File: src/rtl/video_timing_pkg.sv
// Shared constants for the video raster timing generator.
// Holds the coordinate width, the counter range limit and the standard
// CEA presets (480p, 720p, 1080p), plus a helper that sums a line/frame span.
package video_timing_pkg;

    // Coordinate / counter width; both raster totals must fit in it.
    localparam int COORD_W   = 12;
    localparam int MAX_TOTAL = 1 << COORD_W;

    // 640x480 @ 60 Hz, negative syncs
    localparam int P480_H_ACTIVE = 640;
    localparam int P480_H_FP     = 16;
    localparam int P480_H_SYNC   = 96;
    localparam int P480_H_BP     = 48;
    localparam int P480_V_ACTIVE = 480;
    localparam int P480_V_FP     = 10;
    localparam int P480_V_SYNC   = 2;
    localparam int P480_V_BP     = 33;
    localparam bit P480_HS_POL   = 1'b0;
    localparam bit P480_VS_POL   = 1'b0;

    // 1280x720 @ 60 Hz, positive syncs
    localparam int P720_H_ACTIVE = 1280;
    localparam int P720_H_FP     = 110;
    localparam int P720_H_SYNC   = 40;
    localparam int P720_H_BP     = 220;
    localparam int P720_V_ACTIVE = 720;
    localparam int P720_V_FP     = 5;
    localparam int P720_V_SYNC   = 5;
    localparam int P720_V_BP     = 20;
    localparam bit P720_HS_POL   = 1'b1;
    localparam bit P720_VS_POL   = 1'b1;

    // 1920x1080 @ 60 Hz, positive syncs
    localparam int P1080_H_ACTIVE = 1920;
    localparam int P1080_H_FP     = 88;
    localparam int P1080_H_SYNC   = 44;
    localparam int P1080_H_BP     = 148;
    localparam int P1080_V_ACTIVE = 1080;
    localparam int P1080_V_FP     = 4;
    localparam int P1080_V_SYNC   = 5;
    localparam int P1080_V_BP     = 36;
    localparam bit P1080_HS_POL   = 1'b1;
    localparam bit P1080_VS_POL   = 1'b1;

    // Total length of a line (in pixels) or frame (in lines).
    function automatic int span_total(input int active, input int fp,
                                      input int sync, input int bp);
        return active + fp + sync + bp;
    endfunction

endpackage

File: src/rtl/video_timing_gen.sv
// Purpose : raster timing (hs/vs/de, active coordinates, frame_start) from free-running line/frame counters.
// Latency : outputs registered, 1 cycle after the counter state they decode; all outputs mutually aligned.
// Backpr. : none; free-running at the pixel clock, timing_en low parks the raster at (0,0) with idle outputs.
//
// Ports:
//   video_clk    pixel clock
//   rst_n        asynchronous active-low reset
//   timing_en    run enable; low forces counters to origin and outputs to idle
//   video_hs/vs  horizontal / vertical sync at HS_POL / VS_POL asserted level
//   video_de     data enable, high in the active region
//   active_x/y   pixel column / row while video_de, 0 otherwise
//   frame_start  one-cycle pulse on the first active pixel of each frame
module video_timing_gen
    import video_timing_pkg::*;
#(
    parameter int H_ACTIVE = P720_H_ACTIVE,
    parameter int H_FP     = P720_H_FP,
    parameter int H_SYNC   = P720_H_SYNC,
    parameter int H_BP     = P720_H_BP,
    parameter int V_ACTIVE = P720_V_ACTIVE,
    parameter int V_FP     = P720_V_FP,
    parameter int V_SYNC   = P720_V_SYNC,
    parameter int V_BP     = P720_V_BP,
    parameter bit HS_POL   = P720_HS_POL,
    parameter bit VS_POL   = P720_VS_POL
) (
    input  logic               video_clk,
    input  logic               rst_n,
    input  logic               timing_en,
    output logic               video_hs,
    output logic               video_vs,
    output logic               video_de,
    output logic [COORD_W-1:0] active_x,
    output logic [COORD_W-1:0] active_y,
    output logic               frame_start
);

    // Totals are at most MAX_TOTAL, so the last count always fits in COORD_W bits.
    localparam int H_TOTAL = span_total(H_ACTIVE, H_FP, H_SYNC, H_BP);
    localparam int V_TOTAL = span_total(V_ACTIVE, V_FP, V_SYNC, V_BP);

    localparam logic [COORD_W-1:0] H_LAST = COORD_W'(H_TOTAL - 1);
    localparam logic [COORD_W-1:0] V_LAST = COORD_W'(V_TOTAL - 1);

    // Region boundaries are compared one bit wider so that a sync ending
    // exactly at MAX_TOTAL (zero back porch) does not wrap to 0.
    localparam logic [COORD_W:0] H_ACT_END = (COORD_W+1)'(H_ACTIVE);
    localparam logic [COORD_W:0] HS_START  = (COORD_W+1)'(H_ACTIVE + H_FP);
    localparam logic [COORD_W:0] HS_END    = (COORD_W+1)'(H_ACTIVE + H_FP + H_SYNC);
    localparam logic [COORD_W:0] V_ACT_END = (COORD_W+1)'(V_ACTIVE);
    localparam logic [COORD_W:0] VS_START  = (COORD_W+1)'(V_ACTIVE + V_FP);
    localparam logic [COORD_W:0] VS_END    = (COORD_W+1)'(V_ACTIVE + V_FP + V_SYNC);

    logic [COORD_W-1:0] h_cnt;
    logic [COORD_W-1:0] v_cnt;

    logic [COORD_W:0]   h_ext;
    logic [COORD_W:0]   v_ext;
    logic               h_act;
    logic               v_act;
    logic               de_nxt;
    logic               hs_nxt;
    logic               vs_nxt;
    logic               fs_nxt;

    // ------------------------------------------------------------------
    // Line / frame counters. v_cnt steps only on the h_cnt wrap, so vsync
    // decoded from it changes on whole-line boundaries.
    // ------------------------------------------------------------------
    always_ff @(posedge video_clk or negedge rst_n) begin
        if (!rst_n) begin
            h_cnt <= '0;
            v_cnt <= '0;
        end else if (!timing_en) begin
            h_cnt <= '0;
            v_cnt <= '0;
        end else if (h_cnt == H_LAST) begin
            h_cnt <= '0;
            v_cnt <= (v_cnt == V_LAST) ? '0 : v_cnt + 1'b1;
        end else begin
            h_cnt <= h_cnt + 1'b1;
        end
    end

    // ------------------------------------------------------------------
    // Decode of the current counter state. Gating with timing_en makes the
    // disable take effect on the outputs at the same edge that parks the
    // counters, so no stale pixel follows a drop of timing_en.
    // ------------------------------------------------------------------
    always_comb begin
        h_ext  = {1'b0, h_cnt};
        v_ext  = {1'b0, v_cnt};
        h_act  = (h_ext < H_ACT_END);
        v_act  = (v_ext < V_ACT_END);
        de_nxt = timing_en && h_act && v_act;
        hs_nxt = ~HS_POL;
        vs_nxt = ~VS_POL;
        if (timing_en && (h_ext >= HS_START) && (h_ext < HS_END)) begin
            hs_nxt = HS_POL;
        end
        if (timing_en && (v_ext >= VS_START) && (v_ext < VS_END)) begin
            vs_nxt = VS_POL;
        end
        fs_nxt = de_nxt && (h_cnt == '0) && (v_cnt == '0);
    end

    // ------------------------------------------------------------------
    // Output register: everything leaves from flops on the same edge.
    // ------------------------------------------------------------------
    always_ff @(posedge video_clk or negedge rst_n) begin
        if (!rst_n) begin
            video_hs    <= ~HS_POL;
            video_vs    <= ~VS_POL;
            video_de    <= 1'b0;
            active_x    <= '0;
            active_y    <= '0;
            frame_start <= 1'b0;
        end else begin
            video_hs    <= hs_nxt;
            video_vs    <= vs_nxt;
            video_de    <= de_nxt;
            active_x    <= de_nxt ? h_cnt : '0;
            active_y    <= de_nxt ? v_cnt : '0;
            frame_start <= fs_nxt;
        end
    end

endmodule

File: config.mk
export PLATFORM = sky130hd
export DESIGN_NAME = video_timing_gen
export DESIGN_NICKNAME = d
export VERILOG_FILES = /design/src/rtl/video_timing_pkg.sv /design/src/rtl/video_timing_gen.sv
export SDC_FILE = /design/constraint.sdc
export NUM_CORES = 1
export LEC_CHECK = 0
export ABC_AREA = 0
export CAP_MARGIN = 25
export CELL_PAD_IN_SITES_DETAIL_PLACEMENT = 1
export CELL_PAD_IN_SITES_GLOBAL_PLACEMENT = 1
export CORE_ASPECT_RATIO = 0.5
export CORE_MARGIN = 3
export CORE_UTILIZATION = 43
export DETAILED_ROUTE_END_ITERATION = 10
export GPL_TIMING_DRIVEN = 0
export MAX_ROUTING_LAYER = met4
export PLACE_DENSITY_LB_ADDON = 0.1
export SETUP_SLACK_MARGIN = 0.3
export SLEW_MARGIN = 20
export SYNTH_ARGS = -nofsm -noshare
export SYNTH_HDL_FRONTEND = slang
export SYNTH_SLANG_ARGS = --single-unit
export TNS_END_PERCENT = 20
File: constraint.sdc
create_clock -name video_clk -period 2 [get_ports video_clk]
set_input_delay 0.3 -clock video_clk [delete_from_list [all_inputs] [get_ports video_clk]]
set_output_delay 0.3 -clock video_clk [all_outputs]
set_load 0.02 [all_outputs]
==> reports/metrics.csv, run 1 <==
metric,value,unit
status,completed,
leakage,0.00146,uW
"reg-to-reg slack, setup",0.09,ns
final core utilization,0.629,
CTS root buffer,clkbuf_16,
Ys Warns,0,
Synth area leader,dfrtp_1,
cts hold-fix bufs,0,
initial core utilization,0.471,
placed inst area,2840,um2
critical path endpoint category,flip-flop,
fin. max-slew vios,0,
crit-path max FO,5,
area grow syn2layout,33.5,%
Worst-path clk slew,0.07,ns
DRC Markers,0,
crit path time final,1.91,ns
"Cell Area, Synth",2450,um2
first-pass GRT wire length,11100,um
initial antenna violation count,0,
# IOs,31,
R2R cell count,5,
Synth top area share,0.531,
clock tree from TritonCTS,yes,
die area,6700,um2
worst hold path class,in -> async,
arrival time at the worst endpoint,2.09,ns
asr flop ratio synth,1.00,
area of the multi-input gates,1120,um2
Max-slew headroom,0.547,
Worst Hold Slack,0.0460,ns
CTS sink count,52,
Longest Clk Path Bufs,2,
sequential cell area,1310,um2
share of cells above drive strength 1,0.224,
core area,5200,um2
GR Util All Layers,0.227,
Setup CP Type,reg -> reg,
"Seq/Total Area, Yosys",0.531,
count of cell types in the netlist,48,
largest net degree at the start of global routing,53,
"Top FF cell, synth",dfrtp_1,
CP required,2.18,ns
Hold Fails Final Rpt,0,
drt pass-1 iters,6,
DR vias,1968,
fin area,3270,um2
"EDFF count, synth",0,
period utilization,0.955,
fin nets,290,
"flops & latches, synth",52,
fillers,551,
die span in x,113,um
Final setup viols,0,
vias per inst,5.61,
FF-to-FF Start,h_cnt[7],
Slew @ Worst Pin,0.680,ns
Worst IR Drop VDD,0.000348,V
Skew-Pair Late Insertion Delay,0.29,ns
Reg-to-Reg End,v_cnt[4],
Final Wtd Congestion,0.866,
Setup Skew,0.00408,ns
ANT cells,0,
detailed placement HPWL,4140,um
port bufs,29,
Inst Count DP,325,
DR iter-0 viols,75,
Max-Cap Viols,0,
crit start category,flip-flop,
Overflow after GRT,0,
fmax,524,MHz
Routed WL per cell,20.7,um
final wirelength,7250,um
CTS H-tree lvls,2,
synth top area cells,"dfrtp_1 53%, and2_1 5.4%, ha_1 3.6%",
vias in the first global route,2069,
Tot Pwr,2190,uW
unrepaired setup endpoints after global routing,true,
post-synthesis area per instance,10.9,um2
row count,18,
Synth Instances,224,
PwrDens,669,nW/um2
Non-Filler Instances,351,
Die Y,59.4,um
CTS Buf Count,5,
Routed Antenna Nets,0,
cells in the final DEF, fill, tap and decap left out, types with 3 or more instances in the layout:
cell	count
a31oi_1	10
and2_1	21
and3_1	4
and4_1	4
buf_4	14
buf_6	7
clkbuf_16	6
clkbuf_2	4
clkdlybuf4s50_1	28
conb_1	3
dfrtp_1	47
dfrtp_2	5
ha_1	7
inv_1	8
nand2_1	10
nand3_1	13
nand3b_1	3
nand4_1	4
nor2_1	17
nor3_1	5
nor4_1	4
o21ai_0	3
xor2_1	8
power by group:
part	switching, uW	internal [uW]	total (uW)
combinational	82.4	53.2	136
clock	389	590	979
sequential	9.96	1070	1080
layout make-up:
cell class	count	area share
clock inverter	2	0.0107
tap	70	0.0268
timing repair buffer	47	0.139
buffer	12	0.0321
clock buffer	6	0.0394
inverter	9	0.0103
multi-input combinational	153	0.342
sequential	52	0.400
per-stage QoR:
stage          worst slack (ns)  setup TNS [ns]
2_1_floorplan             0.253               0
3_3_place_gp             -0.884          -45.88
3_5_place_dp            -0.0673          -0.871
4_1_cts                  0.0403               0
5_1_grt                  0.0362               0
6_report                 0.0909               0
how the worst max path moves through the flow:
stage | cells after the start | startpoint | to | slack (ns)
detailed placement | 5 | v_cnt[10] | active_x[8] | -0.07
global route | 7 | h_cnt[1] | v_cnt[4] | 0.04
global placement | 1 | rst_n | v_cnt[5] | -0.88
finish | 5 | h_cnt[7] | v_cnt[4] | 0.09
floorplan | 7 | h_cnt[1] | v_cnt[8] | 0.25
CTS | 5 | h_cnt[8] | v_cnt[10] | 0.04
sequential cells by signal, indices dropped and copies added, names as in the netlist:
| register | flops |
|---|---|
| active_x | 12 |
| frame_start | 1 |
| video_hs | 1 |
| active_y | 12 |
| v_cnt | 12 |
| video_de | 1 |
| video_vs | 1 |
| h_cnt | 12 |
what timing repair did:
action                     4_1_cts  5_1_grt
hold endpoints to repair         0        0
cloned                           0        1
resized for setup                8       22
setup endpoints to repair       46       43
buffers inserted                 8        9
pin swaps                        5       10
metal layers:
metal,wire length [um],GRT usage,up-vias
met4,114,0.0719,0
met5,0,-,-
met3,326,0.0449,11
met1,3170,0.274,1006
met2,3640,0.394,56
li1,-,-,895
synthesized netlist by cell type (5+ instances only):
cell,count
nand3_1,14
inv_1,9
xor2_1,8
and2_1,21
nor3_1,6
dfrtp_1,52
ha_1,7
nand2_1,10
a31oi_1,12
nor2_1,17
clkbuf_1,5
cells by family after synthesis:
group,count (synthesis),share of synthesized area
buffers and inverters,21,0.0531
adder cells (fa/ha/maj),7,0.0357
flip-flops,52,0.531
AO/OA/AOI/OAI,32,0.101
other,1,0.00153
XOR/XNOR,10,0.0357
AND/OR/NAND/NOR,101,0.242
critical path, stage by stage (launching register included):
cell and delay [ns]:
dfrtp_2 0.42, or4_4 0.58, buf_6 0.15, o31a_4 0.32
a311oi_2 0.28, a21oi_2 0.05
(Power assumes the default switching activity.)
==> inputs of run 2 (changes only) <==
--- a/config.mk
+++ b/config.mk
@@ -7,11 +7,9 @@
 export LEC_CHECK = 0
 export ABC_AREA = 0
 export CAP_MARGIN = 25
-export CELL_PAD_IN_SITES_DETAIL_PLACEMENT = 1
-export CELL_PAD_IN_SITES_GLOBAL_PLACEMENT = 1
 export CORE_ASPECT_RATIO = 0.5
 export CORE_MARGIN = 3
-export CORE_UTILIZATION = 43
+export CORE_UTILIZATION = 49
 export DETAILED_ROUTE_END_ITERATION = 10
 export GPL_TIMING_DRIVEN = 0
 export MAX_ROUTING_LAYER = met4
==> run 2 against run 1 <==
  * Power fell by 16%
  * Final cell count fell by 2.3%
  * Critical path depth did not move
  * Critical path type unchanged
  * Largest power group unchanged
==> reports/metrics.csv, run 2 (synthesis gave the netlist of run 1 again) <==
metric,value,unit,change
unrepaired setup endpoints after global routing,true,,unchanged
crit path time final,1.85,ns,was 1.91 ns
Worst Hold Slack,0.318,ns,was 0.0460 ns
period utilization,0.926,,was 0.955
leakage,0.00140,uW,was 0.00146 uW
Worst-path clk slew,0.10,ns,was 0.07 ns
DR vias,1895,,"was 1,968"
critical path endpoint category,flip-flop,,unchanged
Reg-to-Reg End,v_cnt[4],,unchanged
Final setup viols,0,,unchanged
fin. max-slew vios,0,,unchanged
Max-Cap Viols,0,,unchanged
Setup CP Type,reg -> reg,,unchanged
drt pass-1 iters,5,,was 6
first-pass GRT wire length,8780,um,"was 11,100 um"
# IOs,31,,unchanged
fin nets,286,,was 290
port bufs,29,,unchanged
Hold Fails Final Rpt,0,,unchanged
clock power share,0.346,,was 0.447
FF-to-FF Start,h_cnt[7],,unchanged
initial antenna violation count,0,,unchanged
share of power burned in registers,0.585,,was 0.491
detailed placement HPWL,3600,um,was 4140 um
CP required,2.20,ns,was 2.18 ns
CP max stage delay,0.57,ns,was 0.58 ns
"commonest non-fill, non-tap cell in the layout",dfrtp_1,,unchanged
Buf/Inv on CP,1,,unchanged
"reg-to-reg slack, setup",0.15,ns,was 0.09 ns
CP max stage cell,or4_4,,unchanged
area of the multi-input gates,1060,um2,was 1120 um2
Die Y,56.0,um,was 59.4 um
met1 Use GR,0.266,,was 0.274
switching share of power,0.254,,was 0.220
Slew @ Worst Pin,0.522,ns,was 0.680 ns
CTS root buffer,clkbuf_8,,was clkbuf_16
DR iter-0 viols,80,,was 75
fillers,372,,was 551
R2R cell count,5,,unchanged
vias per inst,5.52,,was 5.61
GR Util All Layers,0.192,,was 0.227
worst hold path class,in -> reg,,was in -> async
Hold Path End,video_hs,,
die span in x,106,um,was 113 um
Max-slew headroom,0.652,,was 0.547
CTS H-tree lvls,2,,unchanged
row count,17,,was 18
crit-path max FO,5,,unchanged
Hold Startpoint,timing_en,,
sequential cell area,1310,um2,unchanged
clock tree from TritonCTS,yes,,unchanged
Setup Skew,0.00464,ns,was 0.00408 ns
area grow syn2layout,26.0,%,was 33.5%
CP cell instances,or4_4 > buf_4 > o31a_4 > a311oi_1 > a21oi_1,,was or4_4 > buf_6 > o31a_4 > a311oi_2 > a21oi_2
Min-Delay Path Depth,3,,
met2 usage,0.290,,was 0.394
Inst Count DP,322,,was 325
CTS Buf Count,5,,unchanged
internal cell power,1380,uW,was 1710 uW
Non-Filler Instances,343,,was 351
initial core utilization,0.533,,was 0.471
Longest Clk Path Bufs,2,,unchanged
met3 Use GR,0.0487,,was 0.0449
Overflow after GRT,0,,unchanged
final wirelength,5340,um,was 7250 um
PwrDens,597,nW/um2,was 669 nW/um2
status,completed,,unchanged
Levels on crit path,5,,unchanged
Gate power share,0.069,,was 0.062
Net Sw Power,468,uW,was 482 uW
Routed Antenna Nets,0,,unchanged
core area,4590,um2,was 5200 um2
DRC Markers,0,,unchanged
final core utilization,0.672,,was 0.629
critical path's top delay family,compound AO/OA/AOI/OAI gates,,unchanged
share of cells above drive strength 1,0.181,,was 0.224
fmax,540,MHz,was 524 MHz
busiest grt layer,met2,,unchanged
ANT cells,0,,unchanged
vias in the first global route,1776,,"was 2,069"
largest net degree at the start of global routing,33,,was 53
Final Wtd Congestion,0.877,,was 0.866
crit start category,flip-flop,,unchanged
CTS sink count,52,,unchanged
arrival time at the worst endpoint,2.05,ns,was 2.09 ns
most frequent cells in the layout,"47 x dfrtp_1, 28 x clkdlybuf4s50_1, 21 x and2_1",,unchanged
Worst IR Drop VDD,0.000345,V,was 0.000348 V
die area,5940,um2,was 6700 um2
Routed WL per cell,15.6,um,was 20.7 um
Skew-Pair Late Insertion Delay,0.31,ns,was 0.29 ns
run 2: worst max path at each step:
stage,slack (ns),end,startpoint
CTS,0.14,v_cnt[7],h_cnt[8]
floorplan,0.25,v_cnt[8],h_cnt[1]
detailed placement,-0.03,h_cnt[7],h_cnt[1]
global placement,-0.82,active_y[2],rst_n
finish,0.15,v_cnt[4],h_cnt[7]
global route,0.1,v_cnt[10],h_cnt[1]
run 2: tightest hold or removal path, delay by kind of cell:
kind | cells | cell delay [ns]
buffers and inverters | 1 | 0.15
AND/OR/NAND/NOR | 2 | 0.15
run 2: routing by layer:
layer,share of wire,vias to the layer above
met5,0,-
met4,0.010,0
met3,0.071,10
met2,0.46,66
met1,0.46,927
li1,-,892
run 2: layout make-up:
type,count,area share
flip-flops and latches,52,0.423
well taps,66,0.0267
plain buffers,12,0.0328
multi-input cells,153,0.343
clock inverters,3,0.00891
clock buffers,5,0.0223
repair buffers,43,0.132
inverters,9,0.0109
run 2: power groups by stage:
stage               registers (uW)  logic, uW  clock network, uW
global route                  1080        139                694
global placement              1100        108                  0
CTS                           1080        123                646
finish                        1080        127                638
floorplan                     1110       43.8                  0
detailed placement            1100        115                  0
run 2: through the flow:
step	power [uW]	TNS (ns)	setup WS, ns	instance area (um2)
2_1_floorplan	1150	0	0.253	2470
3_3_place_gp	1210	-42.43	-0.819	2840
3_5_place_dp	1210	-0.261	-0.0273	2850
4_1_cts	1850	0	0.140	3030
5_1_grt	1910	0	0.0976	3090
6_report	1840	0	0.148	3090
run 2: repair_timing:
| action | in CTS | in global routing |
|---|---|---|
| endpoints found under the hold margin | 20 | 0 |
| pin swaps | 4 | 5 |
| setup endpoints to repair | 43 | 44 |
| gates resized for setup | 6 | 10 |
| hold buffers | 1 | 0 |
| gates cloned | 1 | 0 |
| buffers inserted | 7 | 4 |
==> inputs of run 3 (changes only) <==
--- a/config.mk
+++ b/config.mk
@@ -15,7 +15,6 @@
 export MAX_ROUTING_LAYER = met4
 export PLACE_DENSITY_LB_ADDON = 0.1
 export SETUP_SLACK_MARGIN = 0.3
-export SLEW_MARGIN = 20
 export SYNTH_ARGS = -nofsm -noshare
 export SYNTH_HDL_FRONTEND = slang
 export SYNTH_SLANG_ARGS = --single-unit
==> constraint.sdc (replaced) <==
create_clock -name video_clk -period 2 [get_ports video_clk]
set_input_delay 0.3 -clock video_clk [delete_from_list [all_inputs] [get_ports video_clk]]
set_output_delay 0.3 -clock video_clk [all_outputs]
set_load 0.01 [all_outputs]
==> results of run 3 <==
Same layout as run 2 (identical final DEF). Status: completed.
